## src/rtl/dmem_port_arbiter_if.sv

```systemverilog
// Requester and byte-wide memory port bundle for dmem_port_arbiter; err ports exist only with DMEM_ARB_ALIGN_CHECK_EN.
// The arbiter takes the slave modport; the requesters plus memory take the master modport.
interface dmem_port_arbiter_if #(
    parameter int ADDRESS_WIDTH = 32,
    parameter int DATA_WIDTH    = 32
);
    logic                     req0_i;
    logic                     we0_i;
    logic [1:0]               size0_i;
    logic                     uns0_i;
    logic [ADDRESS_WIDTH-1:0] addr0_i;
    logic [DATA_WIDTH-1:0]    wdata0_i;
    logic                     ack0_o;
    logic [DATA_WIDTH-1:0]    rdata0_o;

    logic                     req1_i;
    logic                     we1_i;
    logic [1:0]               size1_i;
    logic                     uns1_i;
    logic [ADDRESS_WIDTH-1:0] addr1_i;
    logic [DATA_WIDTH-1:0]    wdata1_i;
    logic                     ack1_o;
    logic [DATA_WIDTH-1:0]    rdata1_o;

    logic                     mem_wr_en_o;
    logic [ADDRESS_WIDTH-1:0] mem_addr_o;
    logic [7:0]               mem_data_o;
    logic [7:0]               mem_data_i;
`ifdef DMEM_ARB_ALIGN_CHECK_EN
    logic                     err0_o;
    logic                     err1_o;
`endif

    modport slave (
        input  req0_i, we0_i, size0_i, uns0_i, addr0_i, wdata0_i,
        input  req1_i, we1_i, size1_i, uns1_i, addr1_i, wdata1_i,
        input  mem_data_i,
`ifdef DMEM_ARB_ALIGN_CHECK_EN
        output err0_o, err1_o,
`endif
        output ack0_o, rdata0_o, ack1_o, rdata1_o,
        output mem_wr_en_o, mem_addr_o, mem_data_o
    );

    modport master (
        output req0_i, we0_i, size0_i, uns0_i, addr0_i, wdata0_i,
        output req1_i, we1_i, size1_i, uns1_i, addr1_i, wdata1_i,
        output mem_data_i,
`ifdef DMEM_ARB_ALIGN_CHECK_EN
        input  err0_o, err1_o,
`endif
        input  ack0_o, rdata0_o, ack1_o, rdata1_o,
        input  mem_wr_en_o, mem_addr_o, mem_data_o
    );
endinterface

```

## src/rtl/dmem_port_arbiter.sv

```systemverilog
// Round-robin arbiter splitting byte/half/word accesses into byte beats; optional DMEM_ARB_ALIGN_CHECK_EN.
// Ack after n+1 (store) / n+2 (load) cycles; a losing request is held off, never dropped.
module dmem_port_arbiter #(
    parameter int ADDRESS_WIDTH = 32,
    parameter int DATA_WIDTH    = 32
) (
    input  logic               clk_i,
    input  logic               rst_i,
    dmem_port_arbiter_if.slave bus
);
    typedef enum logic [1:0] {IDLE, XFER, DRAIN, RESP} state_t;

    state_t                   state_q, state_d;
    logic                     last_q, gnt_q, we_q, uns_q, err_q;
    logic [1:0]               size_q, beat_q, last_beat;
    logic [ADDRESS_WIDTH-1:0] addr_q;
    logic [DATA_WIDTH-1:0]    wdata_q, rbuf_q, ext;

    logic                     any_req, sel, sel_we, sel_uns, sel_mis;
    logic [1:0]               sel_size;
    logic [ADDRESS_WIDTH-1:0] sel_addr;
    logic [DATA_WIDTH-1:0]    sel_wdata;
    logic                     live, in_xfer, resp, ld_resp, wr_en;

    assign any_req   = bus.req0_i | bus.req1_i;
    assign sel       = (bus.req0_i & bus.req1_i) ? ~last_q : bus.req1_i;
    assign sel_we    = sel ? bus.we1_i    : bus.we0_i;
    assign sel_size  = sel ? bus.size1_i  : bus.size0_i;
    assign sel_uns   = sel ? bus.uns1_i   : bus.uns0_i;
    assign sel_addr  = sel ? bus.addr1_i  : bus.addr0_i;
    assign sel_wdata = sel ? bus.wdata1_i : bus.wdata0_i;

`ifdef DMEM_ARB_ALIGN_CHECK_EN
    // Size 11 runs as a word, so it is checked as one.
    assign sel_mis = ((sel_size == 2'b01) && sel_addr[0]) ||
                     (sel_size[1] && (sel_addr[1:0] != 2'b00));
`else
    assign sel_mis = 1'b0;
`endif

    always_comb begin
        last_beat = 2'd3;
        case (size_q)
            2'b00:   last_beat = 2'd0;
            2'b01:   last_beat = 2'd1;
            default: last_beat = 2'd3;
        endcase
    end

    always_ff @(posedge clk_i) begin
        if (rst_i) state_q <= IDLE;
        else       state_q <= state_d;
    end

    always_comb begin
        state_d = state_q;
        case (state_q)
            IDLE:    if (any_req) state_d = sel_mis ? RESP : XFER;
            XFER:    if (beat_q == last_beat) state_d = we_q ? RESP : DRAIN;
            DRAIN:   state_d = RESP;
            RESP:    state_d = IDLE;
            default: state_d = IDLE;
        endcase
    end

    always_ff @(posedge clk_i) begin
        if (rst_i) begin
            last_q  <= 1'b1;
            gnt_q   <= 1'b0;
            we_q    <= 1'b0;
            uns_q   <= 1'b0;
            err_q   <= 1'b0;
            size_q  <= 2'b00;
            beat_q  <= 2'd0;
            addr_q  <= '0;
            wdata_q <= '0;
            rbuf_q  <= '0;
        end else begin
            case (state_q)
                IDLE: if (any_req) begin
                    gnt_q   <= sel;
                    we_q    <= sel_we;
                    uns_q   <= sel_uns;
                    err_q   <= sel_mis;
                    size_q  <= sel_size;
                    addr_q  <= sel_addr;
                    wdata_q <= sel_wdata;
                    beat_q  <= 2'd0;
                    rbuf_q  <= '0;
                end
                XFER: begin
                    beat_q <= beat_q + 2'd1;
                    // Read data trails the address by one cycle.
                    if (!we_q && (beat_q != 2'd0))
                        rbuf_q[{beat_q - 2'd1, 3'b000} +: 8] <= bus.mem_data_i;
                end
                DRAIN:   rbuf_q[{last_beat, 3'b000} +: 8] <= bus.mem_data_i;
                RESP:    last_q <= gnt_q;
                default: ;
            endcase
        end
    end

    always_comb begin
        ext = rbuf_q;
        case (size_q)
            2'b00:   ext = {{(DATA_WIDTH-8){~uns_q & rbuf_q[7]}},   rbuf_q[7:0]};
            2'b01:   ext = {{(DATA_WIDTH-16){~uns_q & rbuf_q[15]}}, rbuf_q[15:0]};
            default: ext = rbuf_q;
        endcase
    end

    // Reset also masks outputs combinationally so an interrupted beat never reaches memory.
    assign live    = ~rst_i;
    assign in_xfer = live && (state_q == XFER);
    assign wr_en   = in_xfer && we_q;
    assign resp    = live && (state_q == RESP);
    assign ld_resp = resp && !we_q && !err_q;

    assign bus.mem_wr_en_o = wr_en;
    assign bus.mem_addr_o  = in_xfer ? addr_q + ADDRESS_WIDTH'(beat_q) : '0;
    assign bus.mem_data_o  = wr_en ? wdata_q[{beat_q, 3'b000} +: 8] : 8'h00;

    assign bus.ack0_o   = resp && !gnt_q;
    assign bus.ack1_o   = resp &&  gnt_q;
    assign bus.rdata0_o = (ld_resp && !gnt_q) ? ext : '0;
    assign bus.rdata1_o = (ld_resp &&  gnt_q) ? ext : '0;
`ifdef DMEM_ARB_ALIGN_CHECK_EN
    assign bus.err0_o   = resp && err_q && !gnt_q;
    assign bus.err1_o   = resp && err_q &&  gnt_q;
`endif
endmodule

```

## src/flat_wrapper.sv

```systemverilog
// flat-port wrapper written by rule: the top's interface ports become plain ports
module dmem_port_arbiter_flat 
#(
    parameter int ADDRESS_WIDTH = 32,
    parameter int DATA_WIDTH    = 32
)
  (clk_i, rst_i, bus_req0_i, bus_we0_i, bus_size0_i, bus_uns0_i, bus_addr0_i, bus_wdata0_i, bus_req1_i, bus_we1_i, bus_size1_i, bus_uns1_i, bus_addr1_i, bus_wdata1_i, bus_mem_data_i, bus_ack0_o, bus_rdata0_o, bus_ack1_o, bus_rdata1_o, bus_mem_wr_en_o, bus_mem_addr_o, bus_mem_data_o);
  dmem_port_arbiter_if #(.ADDRESS_WIDTH(ADDRESS_WIDTH), .DATA_WIDTH(DATA_WIDTH)) bus_i ();
  input  logic clk_i;
  input  logic rst_i;
  input wire logic [$bits(bus_i.req0_i)-1:0] bus_req0_i;
  input wire logic [$bits(bus_i.we0_i)-1:0] bus_we0_i;
  input wire logic [$bits(bus_i.size0_i)-1:0] bus_size0_i;
  input wire logic [$bits(bus_i.uns0_i)-1:0] bus_uns0_i;
  input wire logic [$bits(bus_i.addr0_i)-1:0] bus_addr0_i;
  input wire logic [$bits(bus_i.wdata0_i)-1:0] bus_wdata0_i;
  input wire logic [$bits(bus_i.req1_i)-1:0] bus_req1_i;
  input wire logic [$bits(bus_i.we1_i)-1:0] bus_we1_i;
  input wire logic [$bits(bus_i.size1_i)-1:0] bus_size1_i;
  input wire logic [$bits(bus_i.uns1_i)-1:0] bus_uns1_i;
  input wire logic [$bits(bus_i.addr1_i)-1:0] bus_addr1_i;
  input wire logic [$bits(bus_i.wdata1_i)-1:0] bus_wdata1_i;
  input wire logic [$bits(bus_i.mem_data_i)-1:0] bus_mem_data_i;
  output wire logic [$bits(bus_i.ack0_o)-1:0] bus_ack0_o;
  output wire logic [$bits(bus_i.rdata0_o)-1:0] bus_rdata0_o;
  output wire logic [$bits(bus_i.ack1_o)-1:0] bus_ack1_o;
  output wire logic [$bits(bus_i.rdata1_o)-1:0] bus_rdata1_o;
  output wire logic [$bits(bus_i.mem_wr_en_o)-1:0] bus_mem_wr_en_o;
  output wire logic [$bits(bus_i.mem_addr_o)-1:0] bus_mem_addr_o;
  output wire logic [$bits(bus_i.mem_data_o)-1:0] bus_mem_data_o;
  assign bus_i.req0_i = bus_req0_i;
  assign bus_i.we0_i = bus_we0_i;
  assign bus_i.size0_i = bus_size0_i;
  assign bus_i.uns0_i = bus_uns0_i;
  assign bus_i.addr0_i = bus_addr0_i;
  assign bus_i.wdata0_i = bus_wdata0_i;
  assign bus_i.req1_i = bus_req1_i;
  assign bus_i.we1_i = bus_we1_i;
  assign bus_i.size1_i = bus_size1_i;
  assign bus_i.uns1_i = bus_uns1_i;
  assign bus_i.addr1_i = bus_addr1_i;
  assign bus_i.wdata1_i = bus_wdata1_i;
  assign bus_i.mem_data_i = bus_mem_data_i;
  assign bus_ack0_o = bus_i.ack0_o;
  assign bus_rdata0_o = bus_i.rdata0_o;
  assign bus_ack1_o = bus_i.ack1_o;
  assign bus_rdata1_o = bus_i.rdata1_o;
  assign bus_mem_wr_en_o = bus_i.mem_wr_en_o;
  assign bus_mem_addr_o = bus_i.mem_addr_o;
  assign bus_mem_data_o = bus_i.mem_data_o;
  dmem_port_arbiter #(.ADDRESS_WIDTH(ADDRESS_WIDTH), .DATA_WIDTH(DATA_WIDTH)) u_core (.clk_i(clk_i), .rst_i(rst_i), .bus(bus_i));
endmodule
```

## config.mk

```make
export PLATFORM = sky130hd
export DESIGN_NAME = dmem_port_arbiter_flat
export DESIGN_NICKNAME = d
export VERILOG_FILES = /design/src/rtl/dmem_port_arbiter_if.sv /design/src/rtl/dmem_port_arbiter.sv /design/src/flat_wrapper.sv
export SDC_FILE = /design/constraint.sdc
export NUM_CORES = 1
export LEC_CHECK = 0
export CAP_MARGIN = 20
export CORE_MARGIN = 5
export CORE_UTILIZATION = 35
export CTS_CLUSTER_SIZE = 24
export DETAILED_ROUTE_END_ITERATION = 7
export GPL_TIMING_DRIVEN = 0
export HOLD_SLACK_MARGIN = 0.03
export PLACE_DENSITY_LB_ADDON = 0.25
export SLEW_MARGIN = 20
export SYNTH_ARGS = -nofsm -noshare
export SYNTH_HDL_FRONTEND = slang
export SYNTH_SLANG_ARGS = --single-unit
```

## constraint.sdc

```tcl
create_clock -name clk_i -period 3.4 [get_ports clk_i]
set_clock_uncertainty 0.05 [all_clocks]
set_input_delay 0.68 -clock clk_i [delete_from_list [all_inputs] [get_ports clk_i]]
set_output_delay 0.68 -clock clk_i [all_outputs]
set_load 0.005 [all_outputs]
```

==> results.py <==
metrics = {
    "logic_synthesis": {
        "syn_area_sq_um": 6860,
        "synth_top_area_share_pct": 30.9,
        "yosys.area.top_type": "dfxtp_1",
        "ys_warn_count": 0,
        "synth_flop_cell": "dfxtp_1",
        "netlist_instances": 818,
        "synthArstFlopShare_pct": 0,
        "yosys.cell_types.count": 52,
        "synth.yosys.seq_area_share_pct": 30.9,
        "yosysMostFrequentCell": "dfxtp_1",
        "ys_top_cells_by_count": "106 x dfxtp_1, 105 x nor2_1, 71 x mux2i_1, 69 x a21oi_1, 68 x a211oi_1",
        "ys_ff_latch": 106,
        "synth_edf_count": 0,
        "synth_area_leaders": "dfxtp_1 31%, mux2i_1 10%, a211oi_1 7.4%, nor2_1 5.7%, a21oi_1 5.0%",
        "syn_nets": 979,
        "syn_avg_cell_area_sq_um": 8.38,
    },
    "timing": {
        "post-route-min-period_ns": 3.30,
        "hold_viol": 0,
        "setup-tns-final_ns": 0,
        "max_freq_mhz": 303,
        "slew_headroom_pct": 50.5,
        "worst_pin_slew_ns": 0.742,
        "setup_viol": 0,
        "period_share_pct": 97.2,
        "slew_violations": 0,
    },
    "finish": {
        "drive_above_1_share_pct": 11.7,
        "fin_nets": 1251,
        "fin_util_pct": 53.0,
        "instances_no_fill": 1361,
        "areaGrowthSynthToFinish_pct": 49.8,
    },
    "power_and_ir_drop": {
        "p_total_w": 0.00533,
        "power_switching_w": 0.00216,
        "swShare_pct": 40.5,
        "p_clk_share_pct": 20.9,
        "pwr-share-seq_pct": 36.1,
        "p_per_area_nw_per_um2": 519,
        "p_leak_nw": 3.70,
        "intPower_w": 0.00317,
        "vdd.ir_drop.worst_mv": 0.323,
        "comb_power_share_pct": 43.0,
    },
    "routing": {
        "drt-vias-per-instance": 5.28,
        "drtAntennaViolNets": 0,
        "wl_mm": 24.8,
        "dr.pass1.iters": 5,
        "first_iter_violations": 395,
        "wl_per_cell_um": 18.2,
        "drc": 0,
        "num_vias": 7187,
    },
    "floorplan": {
        "start_util_pct": 35.4,
        "rows": 51,
        "die_w_um": 150,
        "coreArea_sq_um": 19400,
        "die_h_um": 150,
        "dieArea_sq_um": 22500,
        "ioPinCount": 255,
    },
    "cts": {
        "hold_buffers": 0,
        "cts_tree": "done",
        "cts_buffers": 9,
        "cts-root-buf": "clkbuf_16",
        "h-tree-depth": 3,
        "cts.sinks": 106,
        "cts_max_path_buffers": 2,
        "path_clk_slew_ns": 0.07,
        "clkLatencyLatePin_ns": 0.36,
    },
    "worst_setup_path": {
        "r2r-end": "u_core.rbuf_q[7]",
        "crit_fanout": 8,
        "arrival_ns": 2.57,
        "r2r_start": "u_core.beat_q[1]",
        "critPathKind": "flop to output pin",
        "ff2ff_setup_slack_ns": 0.36,
        "r2r.worst_path.cells": 7,
        "worstPathRequired_ns": 2.67,
        "end_kind": "output pin",
        "cp-start-kind": "flop",
    },
    "grt": {
        "overflow": 0,
        "grt_max_degree": 20,
        "antenna_found_initial": 1,
        "grt_pass1_vias": 6996,
        "grt_usage_pct": 21.4,
        "grt_pass1_wl_mm": 38.4,
    },
    "job": {
        "drv_cap": 0,
    },
    "placement": {
        "gp_congestion": 0.857,
        "dp_hpwl_mm": 19.5,
        "dp_cells": 1337,
        "numPortBuffers": 254,
    },
    "status": {
        "status": "finished clean",
    },
    "min_path": {
        "worstHoldStart": "u_core.rbuf_q[22]",
        "min_path_cells": 2,
        "hold_path_class": "flop to flop",
        "holdPathEnd": "u_core.rbuf_q[22]",
    },
}
-- through the flow --
step | setup WS [ns] | hold WS (ns) | instance area, sq um
after floorplan | 0.856 | 0.382 | 6860
after global placement | -0.562 | 0.409 | 9730
after detailed placement | -0.638 | 0.421 | 9730
after CTS | -0.0716 | 0.432 | 10200
after global routing | -0.0243 | 0.448 | 10300
final | 0.0961 | 0.436 | 10300
-- area by class of cell --
cell class,count,area (sq um)
antenna,1,2.50
tap,265,332
timing repair buffer,266,2640
clock inverter,7,78.8
clock buffer,9,225
buffer,68,359
sequential,106,2140
fill,1856,9130
multi-input combinational,633,4480
inverter,6,22.5
-- placed cells by master (no fill, tap or decap), types with 9 or more instances in the layout --
cell type	synthesis	layout
nand4_1	9	9
a31o_2	16	16
mux2_2	17	17
buf_1	11	10
o21ai_0	18	18
buf_4	1	13
dfxtp_1	106	97
nand3_1	23	21
ha_1	12	11
nor2b_1	31	30
mux2i_1	71	71
buf_2	14	11
and2_1	23	23
clkbuf_1	42	29
and3_1	16	15
a211oi_1	68	68
or4_1	9	9
nor2_1	105	105
a21oi_1	69	67
o2bb2ai_1	16	16
clkbuf_16	0	9
clkdlybuf4s50_1	0	241
nand2_1	33	33
a22oi_1	16	16
o31ai_1	9	9
-- how the worst max path moves through the flow --
stage / startpoint / endpoint / slack, ns
6_report: u_core.beat_q[0] / bus_mem_addr_o[16] / 0.1
5_1_grt: u_core.beat_q[0] / bus_mem_addr_o[16] / -0.02
4_1_cts: rst_i / bus_rdata1_o[7] / -0.07
3_5_place_dp: rst_i / bus_mem_addr_o[30] / -0.64
3_3_place_gp: rst_i / bus_mem_addr_o[30] / -0.56
2_1_floorplan: u_core.beat_q[0] / bus_mem_addr_o[20] / 0.86
-- per-layer routing --
layer	track usage, %	part of all wire [%]	vias to the layer above
met3	3.57	5.6	36
met4	6.72	2.4	0
li1	-	-	3566
met5	0	0	-
met1	28.7	45	3389
met2	35.1	47	196
-- worst max-delay path, stage by stage (launching register included) --
cell and delay (ns):
dfxtp_4 0.40, ha_4 0.16, fa_2 0.22, and3_1 0.18, buf_6 0.14, nand4_1 0.18
buf_4 0.20, or3_1 0.31, a21oi_1 0.16, dlygate4sd2_1 0.27
-- cells by family after synthesis --
| family | synth area share (%) |
|---|---|
| buffers and inverters | 5.09 |
| AOI/OAI and AO/OA | 23.2 |
| xor gates and xnor gates | 1.53 |
| DFF | 30.9 |
| muxes | 15.8 |
| and+or+nand+nor | 21.0 |
| adders and majority gates | 2.48 |
-- power by group through the flow --
stage                     Sequential, W  Clock, W  Combinational (W)
final                           0.00192   0.00112            0.00229
after global routing            0.00197   0.00118            0.00252
after CTS                       0.00191   0.00113            0.00228
after detailed placement        0.00193         0            0.00226
after global placement          0.00191         0            0.00222
after floorplan                 0.00180         0            0.00155
-- registers in the layout (all words and copies together) (netlist names) --
| signal | cells |
|---|---|
| u_core.we_q | 1 |
| u_core.addr_q | 32 |
| u_core.beat_q | 2 |
| u_core.state_q | 2 |
| u_core.last_q | 1 |
| u_core.rbuf_q | 32 |
| u_core.wdata_q | 32 |
| u_core.uns_q | 1 |
| u_core.gnt_q | 1 |
| u_core.size_q | 2 |
-- repair_timing --
| item | CTS | global route |
|---|---|---|
| cloned | 0 | 0 |
| pin swaps | 3 | 1 |
| setup endpoints to repair | 100 | 64 |
| hold endpoints to repair | 0 | 0 |
| buffers inserted | 8 | 4 |
| resized for setup | 44 | 20 |
Power figures use the tool's default switching activity.
